## config.mk

```make
export PLATFORM = sky130hd
export DESIGN_NAME = demux_16bit_1x8_buf
export DESIGN_NICKNAME = d
export VERILOG_FILES = /design/src/rtl/demux_16bit_1x8_buf.sv
export SDC_FILE = /design/constraint.sdc
export NUM_CORES = 1
export LEC_CHECK = 0
export BUFFER_PORTS_ARGS = -buffer_cell sky130_fd_sc_hd__buf_2
export CORE_MARGIN = 2
export CORE_UTILIZATION = 56
export DETAILED_ROUTE_END_ITERATION = 10
export PLACE_DENSITY = 0.86
export SKIP_CTS_REPAIR_TIMING = 1
export SYNTH_ARGS = -nofsm -noshare
export SYNTH_HDL_FRONTEND = slang
export SYNTH_SLANG_ARGS = --single-unit
```

## constraint.sdc

```tcl
create_clock -name clk -period 12.3 [get_ports clk]
set_input_delay 2.46 -clock clk [delete_from_list [all_inputs] [get_ports clk]]
set_output_delay 2.46 -clock clk [all_outputs]
set_load 0.01 [all_outputs]
```

## src/rtl/demux_16bit_1x8_buf.sv

```systemverilog
// Registered 1-to-8 word distributor: one holding buffer per channel with
// valid/ack flow control, target from explicit select or a round-robin pointer.
module demux_16bit_1x8_buf #(
  parameter int WIDTH = 16
) (
  input  logic             clk,
  input  logic             rst,
  input  logic [WIDTH-1:0] in_data,
  input  logic             in_valid,
  output logic             in_ready,
  input  logic [2:0]       sel,
  input  logic             auto_mode,
  output logic [2:0]       ptr,
  output logic [WIDTH-1:0] out1,
  output logic [WIDTH-1:0] out2,
  output logic [WIDTH-1:0] out3,
  output logic [WIDTH-1:0] out4,
  output logic [WIDTH-1:0] out5,
  output logic [WIDTH-1:0] out6,
  output logic [WIDTH-1:0] out7,
  output logic [WIDTH-1:0] out8,
  output logic [7:0]       out_valid,
  input  logic [7:0]       out_ack
);

  logic [WIDTH-1:0] data_q [8];
  logic [WIDTH-1:0] data_d [8];
  logic [7:0]       valid_q;
  logic [7:0]       valid_d;
  logic [2:0]       ptr_q;
  logic [2:0]       ptr_d;
  logic [2:0]       tgt_s;
  logic             accept_s;

  // Target selection and handshake; a full target being acked can refill at once.
  always_comb begin
    if (auto_mode) begin
      tgt_s = ptr_q;
    end else begin
      tgt_s = sel;
    end
    in_ready = ~valid_q[tgt_s] | out_ack[tgt_s];
    accept_s = in_valid & in_ready;
  end

  // Next state: release acked channels first, then a same-cycle write re-sets valid.
  always_comb begin
    data_d  = data_q;
    valid_d = valid_q & ~out_ack;
    ptr_d   = ptr_q;
    if (accept_s) begin
      data_d[tgt_s]  = in_data;
      valid_d[tgt_s] = 1'b1;
      if (auto_mode) begin
        ptr_d = ptr_q + 3'd1;
      end else begin
        ptr_d = ptr_q;
      end
    end else begin
      ptr_d = ptr_q;
    end
  end

  // State registers; reset drops every buffered word immediately.
  always_ff @(posedge clk or posedge rst) begin
    if (rst) begin
      for (int k = 0; k < 8; k++) begin
        data_q[k] <= {WIDTH{1'b0}};
      end
      valid_q <= 8'h00;
      ptr_q   <= 3'd0;
    end else begin
      for (int k = 0; k < 8; k++) begin
        data_q[k] <= data_d[k];
      end
      valid_q <= valid_d;
      ptr_q   <= ptr_d;
    end
  end

  assign out1      = data_q[0];
  assign out2      = data_q[1];
  assign out3      = data_q[2];
  assign out4      = data_q[3];
  assign out5      = data_q[4];
  assign out6      = data_q[5];
  assign out7      = data_q[6];
  assign out8      = data_q[7];
  assign out_valid = valid_q;
  assign ptr       = ptr_q;

endmodule

```

==> results.md <==
* Clock power frac at 24.5%
* Setup violators final at 0
* Gate count of the mapped netlist at 338
* CTS tree: yes
* Drt first pass iters at 4
* Die X at 106 um
* CP startpoint kind: input port
* Filler instances at 691
* Die Span Y at 106 um
* Clock Tree Root: clkbuf_8
* Pwr dens at 286 nW/um^2
* Fin cells at 673
* Peak VDD IR at 0.000140 V
* Sw frac at 32.5%
* Vias in the first global route at 3846
* Max-cap violations at 0
* Total grt overflow at 0
* Synth-to-layout area growth at 26.7%
* Core Util, Final at 72.2%
* Critical-path maximum fanout at 10
* Clock-pin slew on the worst setup and hold paths at 60 ps
* Main synth FF type: dfrtp_1
* Leak at 3.67 nW
* Clock buffer depth at 2
* Critical path capture point type: output port
* CP Launch Point: auto_mode
* Comb pwr share at 36.6%
* Detailed Route WL at 13700 um
* Clock latency at the later pin of the worst-skew pair at 500 ps
* HP Start: out5[15]
* Post-synth cell types at 29
* Reg2reg start: ptr[2]
* Yosys warns at 0
* Hold WC Path Type: flip-flop to flip-flop
* Setup Crit Path Kind: input port to output port
* Setup Skew at 8.33 ps
* NetSw at 0.682 mW
* Sink Count at 139
* Worst Tran Pin Value at 1210 ps
* TritonCTS buffer count at 17
* Layout cell share with drive strength beyond 1 at 65.9%
* Htree depth at 4
* Mean Syn Cell Area at 17.2 um^2
* Tmin final at 6500 ps
* Area of the die at 11200 um^2
* Ports at 171
* Final slew viol count at 0
* First-pass GRT wire length at 21800 um
* Final period utilization at 52.9%
* Routed vias at 3606
* Row Count at 37
* Int Pwr at 1.42 mW
* Buffers on Ports at 170
* Worst slack at placement at 5830 ps
* Nets at 556
* Final setup margin at 5800 ps
* Antenna violations before repair at 0
* WP data required at 9840 ps
* Avg Vias per Cell at 5.36
* Drc violations at 0
* Setup tns final at 0 ps
* Sequential power share at 38.9%
* Initial core utilization at 57.0%
* Syn_nets at 370
* Post-synthesis register bit count at 139
* DP Area at 6750 um^2
* Final total power at 2.10 mW
* Crit path DAT at 4040 ps
* Final hold vios at 0
* Post-DRT Antenna Nets at 0
* DR iter-0 viols at 79
* Placed insts at 641
* Sequential area share after synthesis at 59.9%
* WL/cell at 20.4 um
* Status: completed
* GRT Total Usage at 25.8%
* GP Congestion at 0.874
* Max frequency at 154 MHz
* Number of synthesized flops with an enable pin at 0
* Dpl hpwl at 9190 um
* Core ar. at 10200 um^2
* Largest net degree at the start of global routing at 79
* Worst slew margin at 18.9%
* FFs w/ async S/R, synth at 100%
* Synthesized area at 5810 um^2
* Hold slack at 500 ps
* RSZ-0062 raised after global routing: no
* Final instance area at 7350 um^2
* N_diodes at 0
power groups by stage:
stage | Clock, mW | Sequential (mW) | Combinational (mW)
6_report | 0.515 | 0.818 | 0.769
5_1_grt | 0.545 | 0.843 | 0.825
4_1_cts | 0.525 | 0.818 | 0.779
3_5_place_dp | 0 | 0.820 | 0.774
3_3_place_gp | 0 | 0.800 | 0.751
2_1_floorplan | 0 | 0.909 | 0.358
layout make-up:
type / count / area [um^2] / area share, %
Clock inverter: 13 / 164 / 2.23
Clock buffer: 19 / 442 / 6.01
Timing Repair Buffer: 178 / 911 / 12.4
Tap cell: 136 / 170 / 2.31
Multi-Input combinational cell: 177 / 2140 / 29.2
Sequential cell: 139 / 3480 / 47.3
Inverter: 11 / 43.8 / 0.596
registers in the layout, summed over array words and instances (netlist names):
name / count
out_valid: 8
out4: 16
out5: 16
out7: 16
out8: 16
out3: 16
ptr: 3
out6: 16
out1: 16
out2: 16
worst max-delay path: stages:
cell and delay (ps):
buf_2 200, mux2i_4 520, mux2i_1 280, o22ai_1 120, a211oi_2 260, inv_1 60
buf_2 140
final timing paths:
kind                             to  slack, ps  cells after the start
max                        in_ready       5800                      7
min                        out5[15]        500                      1
max reg2reg                out6[12]       9080                      7
min reg2reg                out5[15]        500                      1
max in group asynchronous  out2[14]       8770                      3
min in group asynchronous  out4[11]       2080                      2
synthesized netlist by cell type, drive strengths merged (2+ instances only):
cell | instances | area share (%)
nor3b | 2 | 0.26
nand2 | 3 | 0.19
inv | 11 | 0.71
o22a | 2 | 0.30
nor3 | 9 | 2.2
a31oi | 2 | 0.22
a21o | 8 | 1.1
mux2i | 9 | 1.8
buf | 10 | 2.5
nor2 | 3 | 0.19
o22ai | 2 | 0.22
mux2 | 129 | 29
dfrtp | 139 | 60
cell usage in the layout, fill, tap and decap left out, types with 2 or more instances in the layout:
master and instances:
mux2_2 66, nor3b_1 2, inv_6 4, clkbuf_16 16
clkinvlp_4 2, buf_4 8, a21o_1 6, bufinv_16 3
inv_1 10, a31oi_1 2, o22ai_1 2, clkbuf_8 3
mux2_4 63, buf_2 170, nand2_1 3, a21o_2 2
dfrtp_1 139, clkinv_2 3, nor3_4 8, o22a_1 2
mux2i_1 8, nor2_1 3
cell families after synthesis:
kind of cell | share of synthesized area (%)
XOR/XNOR | 0.302
buffers and inverters | 3.25
multiplexers | 30.9
adder cells (fa/ha/maj) | 0.215
flip-flops | 59.9
AND/OR/NAND/NOR | 3.19
AO/OA/AOI/OAI | 2.26
per-layer routing:
layer | track usage (%) | vias to the layer above | share of wire (%)
met5 | 0 | - | 0
li1 | - | 1584 | -
met2 | 41.8 | 152 | 50
met3 | 8.97 | 13 | 8.4
met1 | 33.2 | 1857 | 41
met4 | 7.52 | 0 | 1.0
Power figures use the tool's default switching activity.
